$ cat src/rtl/mem_port_arbiter.sv
// ---------------------------------------------------------------------------
// mem_port_arbiter
//
// Shares one single-ported synchronous RAM between the instruction fetch (IF)
// path and the MEM stage load/store path. Only one access is in flight at a
// time. A request is granted in IDLE through a valid/ready handshake and issued
// to the RAM in the same cycle. The arbiter then waits MEM_LAT cycles and
// returns a one-cycle response pulse to the winner.
//
// MEM normally wins. A starvation counter lets a waiting fetch win after
// STARVE_MAX back-to-back MEM grants.
//
// Ports
//   clk, rst                         clock, synchronous active-high reset
//   if_req_valid/addr/ready          fetch request handshake
//   if_resp_valid/data               fetch response (one-cycle pulse)
//   mem_req_valid/we/addr/wstrb/
//     wdata/ready                    load/store request handshake
//   mem_resp_valid/data              load data / store completion pulse
//   ram_en/we/addr/wdata             RAM command (non-zero only on issue)
//   ram_rdata                        RAM read data, MEM_LAT cycles after ram_en
//   busy                             access outstanding (state WAIT)
//
// MEM_LAT must lie in 1..4. lat_cnt is 3 bits wide and counts from 1 up to
// MEM_LAT.
// ---------------------------------------------------------------------------
module mem_port_arbiter #(
    parameter int ADDR_W     = 32,
    parameter int DATA_W     = 32,
    parameter int MEM_LAT    = 1,
    parameter int STARVE_MAX = 4
) (
    input  logic                  clk,
    input  logic                  rst,

    input  logic                  if_req_valid,
    input  logic [ADDR_W-1:0]     if_req_addr,
    output logic                  if_req_ready,
    output logic                  if_resp_valid,
    output logic [DATA_W-1:0]     if_resp_data,

    input  logic                  mem_req_valid,
    input  logic                  mem_req_we,
    input  logic [ADDR_W-1:0]     mem_req_addr,
    input  logic [DATA_W/8-1:0]   mem_req_wstrb,
    input  logic [DATA_W-1:0]     mem_req_wdata,
    output logic                  mem_req_ready,
    output logic                  mem_resp_valid,
    output logic [DATA_W-1:0]     mem_resp_data,

    output logic                  ram_en,
    output logic [DATA_W/8-1:0]   ram_we,
    output logic [ADDR_W-1:0]     ram_addr,
    output logic [DATA_W-1:0]     ram_wdata,
    input  logic [DATA_W-1:0]     ram_rdata,

    output logic                  busy
);

    localparam int STRB_W = DATA_W / 8;

    localparam logic [0:0] ST_IDLE = 1'b0;
    localparam logic [0:0] ST_WAIT = 1'b1;

    localparam logic       OWNER_IF  = 1'b0;
    localparam logic       OWNER_MEM = 1'b1;

    localparam logic [2:0] LAT_LAST   = 3'(MEM_LAT);
    localparam logic [2:0] STARVE_LIM = 3'(STARVE_MAX);

    // -----------------------------------------------------------------------
    // State registers
    // -----------------------------------------------------------------------
    logic [0:0] state_reg,      state_next;
    logic       owner_reg,      owner_next;
    logic       is_write_reg,   is_write_next;
    logic [2:0] lat_cnt_reg,    lat_cnt_next;
    logic [2:0] starve_cnt_reg, starve_cnt_next;

    // -----------------------------------------------------------------------
    // Grant decision (only meaningful in IDLE)
    // -----------------------------------------------------------------------
    logic is_idle;
    logic mem_wins;
    logic if_wins;
    logic issue;
    logic mem_store;
    logic lat_done;

    assign is_idle = (state_reg == ST_IDLE);

    // MEM wins unless the fetch has waited through STARVE_MAX MEM grants.
    assign mem_wins = is_idle && mem_req_valid &&
                      ((starve_cnt_reg < STARVE_LIM) || !if_req_valid);
    assign if_wins  = is_idle && !mem_wins && if_req_valid;

    // A winner always has its valid high, so the grant is also the issue.
    assign issue     = mem_wins || if_wins;
    assign mem_store = mem_wins && mem_req_we;

    assign lat_done  = !is_idle && (lat_cnt_reg == LAT_LAST);

    // -----------------------------------------------------------------------
    // Next-state logic
    // -----------------------------------------------------------------------
    always_comb begin
        state_next    = state_reg;
        owner_next    = owner_reg;
        is_write_next = is_write_reg;
        lat_cnt_next  = lat_cnt_reg;

        if (is_idle) begin
            if (issue) begin
                state_next    = ST_WAIT;
                lat_cnt_next  = 3'd1;
                owner_next    = mem_wins ? OWNER_MEM : OWNER_IF;
                is_write_next = mem_store;
            end
        end else begin
            if (lat_done) begin
                state_next   = ST_IDLE;
                lat_cnt_next = 3'd0;
            end else begin
                lat_cnt_next = lat_cnt_reg + 3'd1;
            end
        end
    end

    // The starvation count only survives while the fetch keeps its request up.
    // It holds through WAIT cycles and counts MEM grants that skipped the fetch.
    always_comb begin
        starve_cnt_next = starve_cnt_reg;
        if (!if_req_valid || if_wins) begin
            starve_cnt_next = 3'd0;
        end else if (mem_wins) begin
            if (starve_cnt_reg < STARVE_LIM) begin
                starve_cnt_next = starve_cnt_reg + 3'd1;
            end
        end
    end

    always_ff @(posedge clk) begin
        if (rst) begin
            state_reg      <= ST_IDLE;
            owner_reg      <= OWNER_IF;
            is_write_reg   <= 1'b0;
            lat_cnt_reg    <= 3'd0;
            starve_cnt_reg <= 3'd0;
        end else begin
            state_reg      <= state_next;
            owner_reg      <= owner_next;
            is_write_reg   <= is_write_next;
            lat_cnt_reg    <= lat_cnt_next;
            starve_cnt_reg <= starve_cnt_next;
        end
    end

    // -----------------------------------------------------------------------
    // Outputs. Everything is forced low while rst is high. This also drops a
    // response whose latency expires during reset.
    // -----------------------------------------------------------------------
    logic run;
    assign run = !rst;

    assign if_req_ready  = run && if_wins;
    assign mem_req_ready = run && mem_wins;
    assign busy          = run && !is_idle;

    assign ram_en   = run && issue;
    assign ram_addr = !run     ? '0 :
                      mem_wins ? mem_req_addr :
                      if_wins  ? if_req_addr  : '0;

    // Byte lanes of the write command. They are non-zero only for a MEM store
    // on its issue cycle.
    genvar gi;
    generate
        for (gi = 0; gi < STRB_W; gi++) begin : g_lane
            assign ram_we[gi]              = run && mem_store && mem_req_wstrb[gi];
            assign ram_wdata[gi*8 +: 8]    = (run && mem_store) ? mem_req_wdata[gi*8 +: 8] : 8'h00;
        end
    endgenerate

    // The response goes only to the owner. Stores return zero data.
    assign if_resp_valid  = run && lat_done && (owner_reg == OWNER_IF);
    assign mem_resp_valid = run && lat_done && (owner_reg == OWNER_MEM);

    assign if_resp_data   = if_resp_valid ? ram_rdata : '0;
    assign mem_resp_data  = (mem_resp_valid && !is_write_reg) ? ram_rdata : '0;

endmodule

$ cat config.mk
export PLATFORM = sky130hd
export DESIGN_NAME = mem_port_arbiter
export DESIGN_NICKNAME = d
export VERILOG_FILES = /design/src/rtl/mem_port_arbiter.sv
export SDC_FILE = /design/constraint.sdc
export NUM_CORES = 1
export LEC_CHECK = 0
export ABC_CLOCK_PERIOD_IN_PS = 1500
export CORE_AREA = 3 3 105 107
export DETAILED_ROUTE_END_ITERATION = 16
export DIE_AREA = 0 0 108 110
export MAX_ROUTING_LAYER = met4
export SYNTH_ARGS = -nofsm -noshare
export SYNTH_HDL_FRONTEND = slang
export SYNTH_SLANG_ARGS = --single-unit
export TNS_END_PERCENT = 5
$ cat constraint.sdc
create_clock -name clk -period 1.5 [get_ports clk]
set_input_delay 0.15 -clock clk [delete_from_list [all_inputs] [get_ports clk]]
set_output_delay 0.15 -clock clk [all_outputs]
set_load 0.1 [all_outputs]
=== Word-level counts from Yosys, hierarchy flattened ===
Index checks and enable logic that the tools add are counted.

* Bits in registers: 9
* Input port bits: 137
* Output and inout port bits: 138
* Word-level logic and storage cells: 57

* Add/subtract/negate cells: 2
* Magnitude comparators: 1
* Eq/ne operators: 1
* Multiplexer cells: 16
* Bitwise gates (word level): 2
* Reductions and logical operators: 30

{| class="wikitable"
|+ Operator list
! operator !! count
|-
| two-way mux 32 bit || 5
|-
| two-way mux 8 bit || 4
|-
| logical AND 1 bit || 19
|-
| two-way mux 3 bit || 3
|-
| adder 3 x 1 -> 3 bit (second input constant) || 2
|-
| zero test 1 bit || 4
|-
| two-way mux 1 bit || 4
|-
| AND reduction 2 bit || 2
|-
| equality test 3 x 1 -> 1 bit (second input constant) || 1
|-
| logical OR 1 bit || 3
|-
| < comparator 3 bit (second input constant) || 1
|-
| NOT 1 bit || 2
|-
| nonzero test 2 bit || 1
|-
| OR reduction 2 bit || 1
|}

=== Logic depth before layout (Yosys ltp) ===
Gate-level depths: netlist of the first run.

* Word-level depth: 9
* Gate-level depth with buffers: 6
* Gate-level depth less buffers: 5

=== Least setup slack after synthesis of the first run ===
No wires, ideal clock.

* Path kind: reg-to-output
* Start point: register lat_cnt_reg[0]
* End point: output port mem_resp_valid
* Data arrival time: 2732 ps
* Required time: 1350 ps
* Path slack: -1382 ps
* Stages on the path, launching flop included: 4
* Path buffers: 0
* Path through: dfxtp_1 -> ha_1 -> nand2b_4 -> nor3_1

* Cells in the longest elaborated chain, start to end: 4

{| class="wikitable"
|+ Ends and longest elaborated chain
! element !! RTL line !! source
|-
| from (decl) || 77 || <nowiki>logic [2:0] lat_cnt_reg, lat_cnt_next;</nowiki>
|-
| from (signal assigned) || 153 || <nowiki>lat_cnt_reg <= lat_cnt_next;</nowiki>
|-
| equality test 3 x 1 -> 1 bit || 101 || <nowiki>assign lat_done = !is_idle && (lat_cnt_reg == LAT_LAST);</nowiki>
|-
| logical AND 1 bit || 101 ||
|-
| logical AND 1 bit (2 in a row) || 186 || <nowiki>assign mem_resp_valid = run && lat_done && (owner_reg == OWNER_MEM);</nowiki>
|-
| to (decl) || 48 || <nowiki>output logic mem_resp_valid,</nowiki>
|}

No other way between the ends.

=== Final worst setup path of the first run ===
* Start point: register lat_cnt_reg[1]
* End point: output port mem_resp_data[26]

* Cells in the longest elaborated chain, start to end: 6

{| class="wikitable"
|+ Ends and longest elaborated chain
! element !! RTL line !! source
|-
| equality test 3 x 1 -> 1 bit || 101 ||
|-
| logical AND 1 bit || 101 ||
|-
| logical AND 1 bit (2 in a row) || 186 ||
|-
| logical AND 1 bit || 189 || <nowiki>assign mem_resp_data = (mem_resp_valid && !is_write_reg) ? ram_rdata : '0;</nowiki>
|-
| two-way mux 32 bit || 189 ||
|-
| to (decl) || 49 || <nowiki>output logic [DATA_W-1:0] mem_resp_data,</nowiki>
|}

No other way between the ends.

==> results of run 1 <==
==> routing by layer <==
layer / vias up / routed length (um)
met4: 0 / 48
li1: 1338 / -
met3: 5 / 996
met5: - / 0
met2: 133 / 6960
met1: 1303 / 4490
==> power breakdown <==
group / internal [mW] / switching (mW)
combinational: 0.963 / 1.14
sequential: 0.253 / 0.0110
clock: 0.186 / 0.105
total: 1.40 / 1.26
==> path summary, 6_finish.rpt <==
path / startpoint / slack, ns / endpoint / cells past startpoint
hold reg to reg: starve_cnt_reg[1]$_SDFFE_PP0P_ / 0.46 / starve_cnt_reg[1]$_SDFFE_PP0P_ / 2
hold / removal: rst / 0.42 / state_reg$_SDFF_PP0_ / 3
setup / recovery: lat_cnt_reg[1]$_SDFFE_PP0P_ / -0.35 / mem_resp_data[26] / 8
setup reg to reg: lat_cnt_reg[1]$_SDFFE_PP0P_ / 0.19 / lat_cnt_reg[2]$_SDFFE_PP0P_ / 5
==> cells in the final DEF, fill, tap and decap left out, drive strengths merged, types with 2 or more instances in the layout <==
cell,count
o21ai,2
buf,175
clkdlybuf4s50,133
nor3,3
clkbuf,4
dlygate4sd2,3
nand2,5
a21oi,5
dfxtp,9
and3,37
inv,8
a22o,32
nand2b,4
and2,65
ha,3
nor2,3
==> worst register-to-register path, stage by stage (launching register included) <==
cell	delay [ns]
dfxtp_2	0.32
inv_2	0.04
ha_4	0.16
buf_4	0.13
or4bb_1	0.46
a21oi_1	0.13
==> metrics by stage <==
stage	hold slack, ns	total power [mW]	instance area [um^2]	TNS (ns)	cells
final	0.415	2.66	6730	-29.25	640
after global routing	0.431	2.76	6730	-40.19	640
after CTS	0.412	2.67	6690	-28.80	641
after detailed placement	0.454	2.27	6270	-35.75	624
after global placement	0.444	2.25	6270	-32.02	624
after floorplan	0.276	1.32	1910	-9.98	212
==> what timing repair did <==
item                       in CTS  in global routing
buffers inserted                7                  0
hold buffers                    0                  0
resized for setup              42                 13
gates cloned                    6                  0
pin swaps                      66                 13
setup endpoints to repair     137                137
==> layout make-up <==
class	instances	area, um^2
timing repair buffer	311	4600
fill	758	3500
multi-input combinational	172	1690
sequential	9	188
tap	136	170
clock buffer	4	45.0
inverter	8	30.0
==> cells by family after synthesis <==
| group | count (synthesis) | share of synthesized area [%] |
|---|---|---|
| AO/OA/AOI/OAI | 45 | 23.2 |
| adder cells (fa/ha/maj) | 3 | 2.37 |
| buffers and inverters | 31 | 12.2 |
| flip-flops | 9 | 11.4 |
| AND/OR/NAND/NOR | 124 | 50.9 |
==> metrics.log, run 1 <==
[metrics] status: finished with violations
[metrics] failing checks: setup timing
[metrics] maximum level of the CTS H-tree: 1
[metrics] first-pass iteration count of the detailed router: 4
[metrics] worst setup path category: flip-flop to output port
[metrics] insertion delay to the later sink of the worst-skew pair: ~0.24 ns
[metrics] syn_nets: 352
[metrics] Ant. Diodes: 0
[metrics] FFs w/ async S/R, synth: 0%
[metrics] M2 GR Usage: between 30% and 40%
[metrics] CTS clk-pin slew, worst paths: about 0.050 ns
[metrics] TritonCTS clock tree: done
[metrics] most frequent cell after synthesis: and2_1
[metrics] initial antenna violation count: 0
[metrics] clk sink count: 9
[metrics] Yosys reg bits: 9
[metrics] overall fraction of global-route tracks in use: between 10% and 20%
[metrics] Root Buffer Master: clkbuf_8
[metrics] cell type with the highest occurrence count on the critical path: buf_12
[metrics] Initial Util: between 10% and 20%
[metrics] kind of start point of the critical path: flip-flop
[metrics] cell taking the most area after synthesis: and2_1
[metrics] ratio of cells with drive above 1 in the final layout: between 60 and 70%
[metrics] average detailed-routed wire length per instance: 19.5 um
[metrics] tightest slew margin relative to the limit: 85.7%
[metrics] gate count of the mapped netlist: 212
[metrics] number of distinct library cells after synthesis: 33
[metrics] Final Routed Wirelength: ~13 mm
[metrics] Achievable Freq: 540 MHz
[metrics] total core area: between 10000 and 15000 um^2
[metrics] Ys Warns: 0
[metrics] PwrDens: approximately 400 nW/um^2
[metrics] average via count per standard cell: between 4 and 5
[metrics] number of cell rows: 37
[metrics] highest fanout seen on the critical path: 8
[metrics] peak per-stage delay on the critical path: a little over 0.3 ns
[metrics] final setup vio count: between 100 and 150
[metrics] ANT nets after route: 0
[metrics] Critical Path Slowest Stage Cell: dfxtp_2
[metrics] commonest cells in the netlist: and2_1 (64), and3_1 (37), a22o_1 (32), dfxtp_1 (9), inv_1 (8)
[metrics] DRC violation count after routing: 0
[metrics] post-detail-place hpwl: around 10 mm
[metrics] most heavily used metal layer in global routing: met2
[metrics] number of nets in the layout: about 650
[metrics] final period utilization: 123%
[metrics] Worst Slack Setup Final: -0.351 ns
[metrics] number of hold-slack violations in the final timing report: 0
[metrics] Worst Path Required: roughly 1.4 ns
[metrics] via count of the first global-routing pass: ~2.9k
[metrics] Post-Syn Area per Cell: roughly 7.5 um^2
[metrics] share of synthesized area occupied by flip-flops and latches: 11.4%
[metrics] Most used DFF post-synth: dfxtp_1
[metrics] Clock Path Buffers: 2
[metrics] Top-Level Pins: 275
[metrics] count of buffering cells on the critical path with inverters included: 4
[metrics] max-slew violation count: 0
[metrics] grt met3 use: 4.37%
[metrics] met1 layer usage reported by global route: about 22%
[metrics] last weighted congestion value of the routability-driven placer: 0.719
[metrics] actual transition at the worst max-transition pin: about 0.21 ns
[metrics] via count: about 2.8k
[metrics] number of buffer cells added on primary ports: around 270
[metrics] P_leak: between 2 and 3 nW
[metrics] unrepaired setup endpoints after global routing: yes
[metrics] share of the synthesized area in the top cell type: 25.3%
[metrics] sequence of cells on the critical path: inv_2, ha_4, nand2b_4, nor4_4, buf_4, buf_12, and2_4, buf_12
[metrics] die outline width: roughly 110 um
[metrics] top cells by area, synth: and2_1 (25%), a22o_1 (18%), and3_1 (15%)
[metrics] maximum number of pins on one net before global-route repair: 38
[metrics] placement-stage worst setup slack: -0.363 ns
[metrics] iteration-0 DRC count of the detailed router: 100
[metrics] Total Die Area: 11900 um^2
[metrics] Syn-to-layout area delta: 325%
[metrics] CP Capture Type: output port
[metrics] number of synthesized flops with an enable pin: 0
[metrics] wire length of the first global-routing pass: between 15 and 20 mm
[metrics] time the final worst path needs with I/O delays and setup: 1.85 ns
[metrics] Max-cap violations: 0
[metrics] final core occ: about 66%
[metrics] Num CTS Buffers: 3
[metrics] post-synthesis instance area: 1580 um^2
[metrics] Die Y: about 110 um
[metrics] arrival time at the worst endpoint: about 1.7 ns
[metrics] Min-Delay Path Class: input port to flip-flop
[metrics] Worst IR Drop VDD: 0.000335 V
[metrics] final global-route overflow total: 0
[metrics] cell type group with the largest total delay on the critical path: buffers and inverters
[metrics] clock skew after layout: between 0.005 and 0.006 ns
(Power assumes the default switching activity.)
==> inputs of run 2 (changes only) <==
--- a/config.mk
+++ b/config.mk
@@ -9,7 +9,6 @@
 export CORE_AREA = 3 3 105 107
 export DETAILED_ROUTE_END_ITERATION = 16
 export DIE_AREA = 0 0 108 110
-export MAX_ROUTING_LAYER = met4
 export SYNTH_ARGS = -nofsm -noshare
 export SYNTH_HDL_FRONTEND = slang
 export SYNTH_SLANG_ARGS = --single-unit
==> run 2 against run 1 <==
The run still ends with setup timing left. Clock-buffer cell count stayed put. Non-clock buffer count stayed put. Sequential power hardly changed. Setup slack worse by 0.0037 ns. Design area is 0.13% higher. Via count is 0.11% lower. First-iteration DRC count is 23% lower. Total power hardly changed. Clock skew hardly changed. Combinational power hardly changed. Critical endpoint unchanged. Largest power group unchanged.
==> metrics.log, run 2 (synthesis results as in run 1) <==
[metrics] status: finished with violations
[metrics] failing checks: setup timing
[metrics] cts-stage hold buffer count: 0
[metrics] final setup vio count: 136
[metrics] Root Buffer Master: clkbuf_8
[metrics] total core area: between 10000 and 15000 um^2
[metrics] Multi-input gate area: approximately 1700 um^2
[metrics] cell type with the highest occurrence count on the critical path: buf_12
[metrics] highest fanout seen on the critical path: 8
[metrics] Worst R2R Path Depth: 5
[metrics] first-pass iteration count of the detailed router: 4
[metrics] cell type group with the largest total delay on the critical path: buffers and inverters
[metrics] ANT nets after route: 0
[metrics] Critical Path Slowest Stage Cell: dfxtp_2
[metrics] internal reg-to-reg setup slack: between 0.15 and 0.2 ns
[metrics] average detailed-routed wire length per instance: just under 20 um
[metrics] tightest slew margin relative to the limit: 85.7%
[metrics] Final Routed Wirelength: ~12 mm
[metrics] via count of the first global-routing pass: between 2k and 3k
[metrics] clock skew after layout: around 0.0049 ns
[metrics] average via count per standard cell: between 4 and 5
[metrics] unrepaired setup endpoints after global routing: yes
[metrics] time the final worst path needs with I/O delays and setup: approximately 1.9 ns
[metrics] actual transition at the worst max-transition pin: between 0.2 and 0.25 ns
[metrics] number of hold-slack violations in the final timing report: 0
[metrics] most frequent cells in the layout: buf_12 (143), clkdlybuf4s50_1 (133), and2_4 (44), a22o_4 (23), and3_2 (22)
[metrics] overall fraction of global-route tracks in use: about a fifth
[metrics] final period utilization: 124%
[metrics] last weighted congestion value of the routability-driven placer: 0.711
[metrics] via count: approximately 2.8k
[metrics] cell area after placement: roughly 6300 um^2
[metrics] arrival time at the worst endpoint: ~1.7 ns
[metrics] setup total negative slack: -29.28 ns
[metrics] P_leak: 2.86 nW
[metrics] fill cell count: 758
[metrics] Total Die Area: 11900 um^2
[metrics] number of cell rows: 37
[metrics] Worst IR Drop VDD: between 0.0003 and 0.0004 V
[metrics] number of buffer cells added on primary ports: around 270
[metrics] clk sink count: 9
[metrics] fin area: between 6000 and 7000 um^2
[metrics] total power: approximately 2.7 mW
[metrics] final core occ: between 60% and 70%
[metrics] Num CTS Buffers: 3
[metrics] die outline width: ~110 um
[metrics] number of nets in the layout: 645
[metrics] kind of start point of the critical path: flip-flop
[metrics] insertion delay to the later sink of the worst-skew pair: approximately 0.24 ns
[metrics] maximum level of the CTS H-tree: 1
[metrics] storage element area: 188 um^2
[metrics] max-slew violation count: 0
[metrics] initial antenna violation count: 0
[metrics] placement-stage worst setup slack: -0.363 ns
[metrics] most common cell after layout, fill and taps aside: buf_12
[metrics] DRC violation count after routing: 0
[metrics] Ant. Diodes: 0
[metrics] count of buffering cells on the critical path with inverters included: 4
[metrics] Top-Level Pins: ~280
[metrics] Min-Delay Path Class: flip-flop to flip-flop
[metrics] Worst Path Required: ~1.4 ns
[metrics] CTS clk-pin slew, worst paths: about 0.050 ns
[metrics] TritonCTS clock tree: done
[metrics] number of cells on the worst hold path: 2
[metrics] CP Capture Type: output port
[metrics] Max-cap violations: 0
[metrics] worst setup path category: flip-flop to output port
[metrics] wire length of the first global-routing pass: ~18 mm
[metrics] PwrDens: ~400 nW/um^2
[metrics] peak per-stage delay on the critical path: between 0.3 and 0.4 ns
[metrics] Initial Util: 15.5%
[metrics] Achievable Freq: approximately 540 MHz
[metrics] iteration-0 DRC count of the detailed router: between 70 and 80
[metrics] sequence of cells on the critical path: inv_2, ha_4, nand2b_4, nor4_4, buf_4, buf_12, and2_4, buf_12
[metrics] Syn-to-layout area delta: 326%
[metrics] post-detail-place hpwl: roughly 10 mm
[metrics] Clock Path Buffers: 2
[metrics] ratio of cells with drive above 1 in the final layout: 64.7%
[metrics] Worst Slack Setup Final: -0.355 ns
[metrics] maximum number of pins on one net before global-route repair: 38
[metrics] number of gates on the worst path with buffers counted: 8
[metrics] final global-route overflow total: 0
[metrics] Die Y: 110 um
==> run 2: cell types whose count changed in the layout (fill, tap and decap cells not counted) <==
| cell | previous run | this run |
|---|---|---|
| and3_4 | 16 | 15 |
| nor2_4 | 0 | 1 |
| and3_2 | 21 | 22 |
| buf_12 | 144 | 143 |
| buf_16 | 5 | 6 |
| nor2_2 | 1 | 0 |
==> run 2: layer usage <==
layer  wire length [um]  track usage [%]
met1               4350             21.9
met2               6940             37.2
met3               1110             5.30
met4                 62             2.43
met5                  0                0
==> run 2: report_power, final <==
part / internal [mW] / leakage, nW / switching, mW / total [mW]
Combinational: 0.964 / 2.76 / 1.14 / 2.11
Sequential: 0.253 / 0.0753 / 0.0121 / 0.265
Clock: 0.186 / 0.0228 / 0.104 / 0.290
Total: 1.40 / 2.86 / 1.26 / 2.66
==> run 2: through the flow <==
step	instances	hold slack [ns]
2_1_floorplan	212	0.276
3_3_place_gp	624	0.444
3_5_place_dp	624	0.454
4_1_cts	641	0.412
5_1_grt	640	0.483
6_report	640	0.460
==> run 2: tightest hold or removal path, delay by kind of cell (launching register included) <==
| kind | cells | cell delay [ns] |
|---|---|---|
| AND/OR/NAND/NOR | 1 | 0.05 |
| AO/OA/AOI/OAI | 1 | 0.05 |
| flip-flops | 1 | 0.31 |
==> run 2: layout make-up <==
cell class                      count  area share [%]
Tap cell                          136            2.53
Timing Repair Buffer              311            68.4
Multi-Input combinational cell    172            25.1
Inverter                            8           0.446
Sequential cell                     9            2.79
Clock buffer                        4           0.669
==> run 2: final timing paths <==
check | start | end
max reg2reg | lat_cnt_reg[1]$_SDFFE_PP0P_ | lat_cnt_reg[2]$_SDFFE_PP0P_
min | starve_cnt_reg[1]$_SDFFE_PP0P_ | starve_cnt_reg[1]$_SDFFE_PP0P_
min reg2reg | starve_cnt_reg[1]$_SDFFE_PP0P_ | starve_cnt_reg[1]$_SDFFE_PP0P_
max | lat_cnt_reg[1]$_SDFFE_PP0P_ | mem_resp_data[26]
==> run 2: repair_timing <==
action                                  in CTS  in global routing
setup buffers                                7                  0
resized for setup                           42                 14
gates cloned                                 6                  0
pin swaps                                   66                 12
endpoints found under the setup margin     137                137
==> inputs of run 3 (changes only) <==
--- a/config.mk
+++ b/config.mk
@@ -9,6 +9,7 @@
 export CORE_AREA = 3 3 105 107
 export DETAILED_ROUTE_END_ITERATION = 16
 export DIE_AREA = 0 0 108 110
+export SKIP_LAST_GASP = 1
 export SYNTH_ARGS = -nofsm -noshare
 export SYNTH_HDL_FRONTEND = slang
 export SYNTH_SLANG_ARGS = --single-unit
==> run 3 against run 2 <==
The flow still finishes with violations (setup timing). Total power down 2.0%. Utilization down 1.8 points. Worst hold slack worse by 0.046 ns. Design area down 2.8%. Flip-flop and latch count unchanged. Clock power about the same. Die area unchanged. Non-clock buffer count unchanged. Critical path type unchanged.
==> metrics.log, run 3 (synthesis results as in run 1) <==
[metrics] number of buffer cells added on primary ports: 274
[metrics] most frequent cells in the layout: buf_12 (144), clkdlybuf4s50_1 (133), and2_4 (42), and3_2 (36), buf_4 (25)
[metrics] Top-Level Pins: between 200 and 300
[metrics] first-pass iteration count of the detailed router: 4
[metrics] total power: 2.61 mW
[metrics] number of nets in the layout: around 650
[metrics] cell type group with the largest total delay on the critical path: buffers and inverters
[metrics] max-slew violation count: 0
[metrics] failing checks: setup timing
[metrics] Final Routed Wirelength: 12.3 mm
[metrics] actual transition at the worst max-transition pin: ~0.21 ns
[metrics] iteration-0 DRC count of the detailed router: ~130
[metrics] overall fraction of global-route tracks in use: around a fifth
[metrics] Worst R2R Path Depth: 5
[metrics] Root Buffer Master: clkbuf_8
[metrics] clk sink count: 9
[metrics] count of buffering cells on the critical path with inverters included: 4
[metrics] number of hold-slack violations in the final timing report: 0
[metrics] Initial Util: around 15%
[metrics] kind of start point of the critical path: flip-flop
[metrics] ANT nets after route: 0
[metrics] peak per-stage delay on the critical path: approximately 0.31 ns
[metrics] Worst IR Drop VDD: 0.000334 V
[metrics] instance count after placement with tap cells included: between 600 and 700
[metrics] P_leak: roughly 2.8 nW
[metrics] fin area: ~6600 um^2
[metrics] number of gates on the worst path with buffers counted: 8
[metrics] Worst Hold Launch: rst
[metrics] arrival time at the worst endpoint: 1.70 ns
[metrics] time the final worst path needs with I/O delays and setup: between 1.5 and 2 ns
[metrics] placement-stage worst setup slack: -0.363 ns
[metrics] highest fanout seen on the critical path: 8
[metrics] final instance count without filler cells: 640
[metrics] Syn-to-layout area delta: 314%
[metrics] final period utilization: 123%
[metrics] wire length of the first global-routing pass: about 17 mm
[metrics] average via count per standard cell: 4.30
[metrics] capturing point of the worst reg2reg path: lat_cnt_reg[2]$_SDFFE_PP0P_
[metrics] status: finished with violations
[metrics] Worst Slack Setup Final: -0.352 ns
[metrics] Total Die Area: around 12000 um^2
[metrics] average detailed-routed wire length per instance: between 15 and 20 um
[metrics] maximum level of the CTS H-tree: 1
[metrics] Die Y: about 110 um
[metrics] ratio of cells with drive above 1 in the final layout: between 60 and 70%
[metrics] worst setup path category: flip-flop to output port
[metrics] CP Capture Type: output port
[metrics] internal reg-to-reg setup slack: 0.19 ns
[metrics] DRC violation count after routing: 0
[metrics] sequence of cells on the critical path: inv_2, ha_4, nand2b_4, nor4_4, buf_4, buf_12, and2_4, buf_12
[metrics] Clock Path Buffers: 2
[metrics] final setup vio count: 137
[metrics] CTS clk-pin slew, worst paths: ~0.050 ns
[metrics] final core occ: between 60% and 70%
[metrics] initial antenna violation count: 0
[metrics] tightest slew margin relative to the limit: about 86%
[metrics] Min-Delay Path Class: input port to flip-flop
[metrics] number of cells on the worst hold path: 3
[metrics] TritonCTS clock tree: done
[metrics] Achievable Freq: 540 MHz
[metrics] unrepaired setup endpoints after global routing: yes
[metrics] Max-cap violations: 0
[metrics] cell area after placement: roughly 6300 um^2
[metrics] maximum number of pins on one net before global-route repair: 38
[metrics] fill cell count: just under 800
[metrics] via count of the first global-routing pass: a little under 3k
[metrics] via count: between 2k and 3k
[metrics] final global-route overflow total: 0
[metrics] start of the worst register-to-register path: lat_cnt_reg[1]$_SDFFE_PP0P_
[metrics] number of cell rows: 37
[metrics] PwrDens: roughly 400 nW/um^2
[metrics] post-detail-place hpwl: slightly above 10 mm
[metrics] total core area: ~10000 um^2
[metrics] cell type with the highest occurrence count on the critical path: buf_12
[metrics] cts-stage hold buffer count: 0
[metrics] most common cell after layout, fill and taps aside: buf_12
[metrics] Ant. Diodes: 0
[metrics] Critical Path Slowest Stage Cell: dfxtp_2
[metrics] Num CTS Buffers: 3
[metrics] end point of the most critical hold path: state_reg$_SDFF_PP0_
[metrics] clock skew after layout: 0.00515 ns
[metrics] Worst Path Required: between 1 and 1.5 ns
[metrics] insertion delay to the later sink of the worst-skew pair: about 0.24 ns
[metrics] last weighted congestion value of the routability-driven placer: ~0.71
[metrics] die outline width: roughly 110 um
run 3: cell types whose count changed in the layout (fill, tap and decap cells not counted), moves of 2 or more:
cell / delta
a22o_2: +12
a22o_4: -13
and2_2: +2
and2_4: -2
and3_2: +14
and3_4: -14
buf_16: -2
buf_4: +5
buf_6: -4
run 3: worst max-delay path by stage:
stage / start / end
5_1_grt: lat_cnt_reg[1]$_SDFFE_PP0P_ / mem_resp_data[26]
2_1_floorplan: starve_cnt_reg[2]$_SDFFE_PP0P_ / ram_addr[1]
3_5_place_dp: mem_req_valid / ram_addr[1]
3_3_place_gp: mem_req_valid / ram_wdata[19]
6_report: lat_cnt_reg[1]$_SDFFE_PP0P_ / mem_resp_data[10]
4_1_cts: lat_cnt_reg[1]$_SDFFE_PP0P_ / mem_resp_data[19]
run 3: worst min-delay path: stages:
cell           delay, ns
dlygate4sd2_1       0.26
buf_4               0.17
a311oi_1            0.04
run 3: per-layer routing:
| metal | share of wire [%] | global-route usage, % | wire (um) |
|---|---|---|---|
| met1 | 35 | 21.7 | 4300 |
| met2 | 55 | 36.3 | 6750 |
| met3 | 9.6 | 5.82 | 1180 |
| met4 | 0.78 | 2.71 | 96 |
| met5 | 0 | 0 | 0 |
run 3: cell type report:
type | count | area (um^2) | share of cell area, %
well taps | 136 | 170 | 2.60
flip-flops and latches | 9 | 188 | 2.87
inverters | 8 | 30.0 | 0.458
clock buffers | 4 | 45.0 | 0.688
repair buffers | 311 | 4590 | 70.0
multi-input cells | 172 | 1530 | 23.4
run 3: what timing repair did:
action	in CTS	in global routing
resized for setup	16	1
setup buffers	7	0
cloned	6	0
setup endpoints to repair	137	137
pin swaps	9	3
run 3: power by group:
group,switching [mW],internal (mW)
Clock,0.104,0.186
Sequential,0.0110,0.253
Combinational,1.12,0.935
run 3: per-stage QoR:
| step | hold WS (ns) | setup TNS, ns |
|---|---|---|
| floorplan | 0.276 | -9.98 |
| global placement | 0.444 | -32.02 |
| detailed placement | 0.454 | -35.75 |
| CTS | 0.412 | -32.02 |
| global route | 0.431 | -43.86 |
| finish | 0.415 | -32.57 |
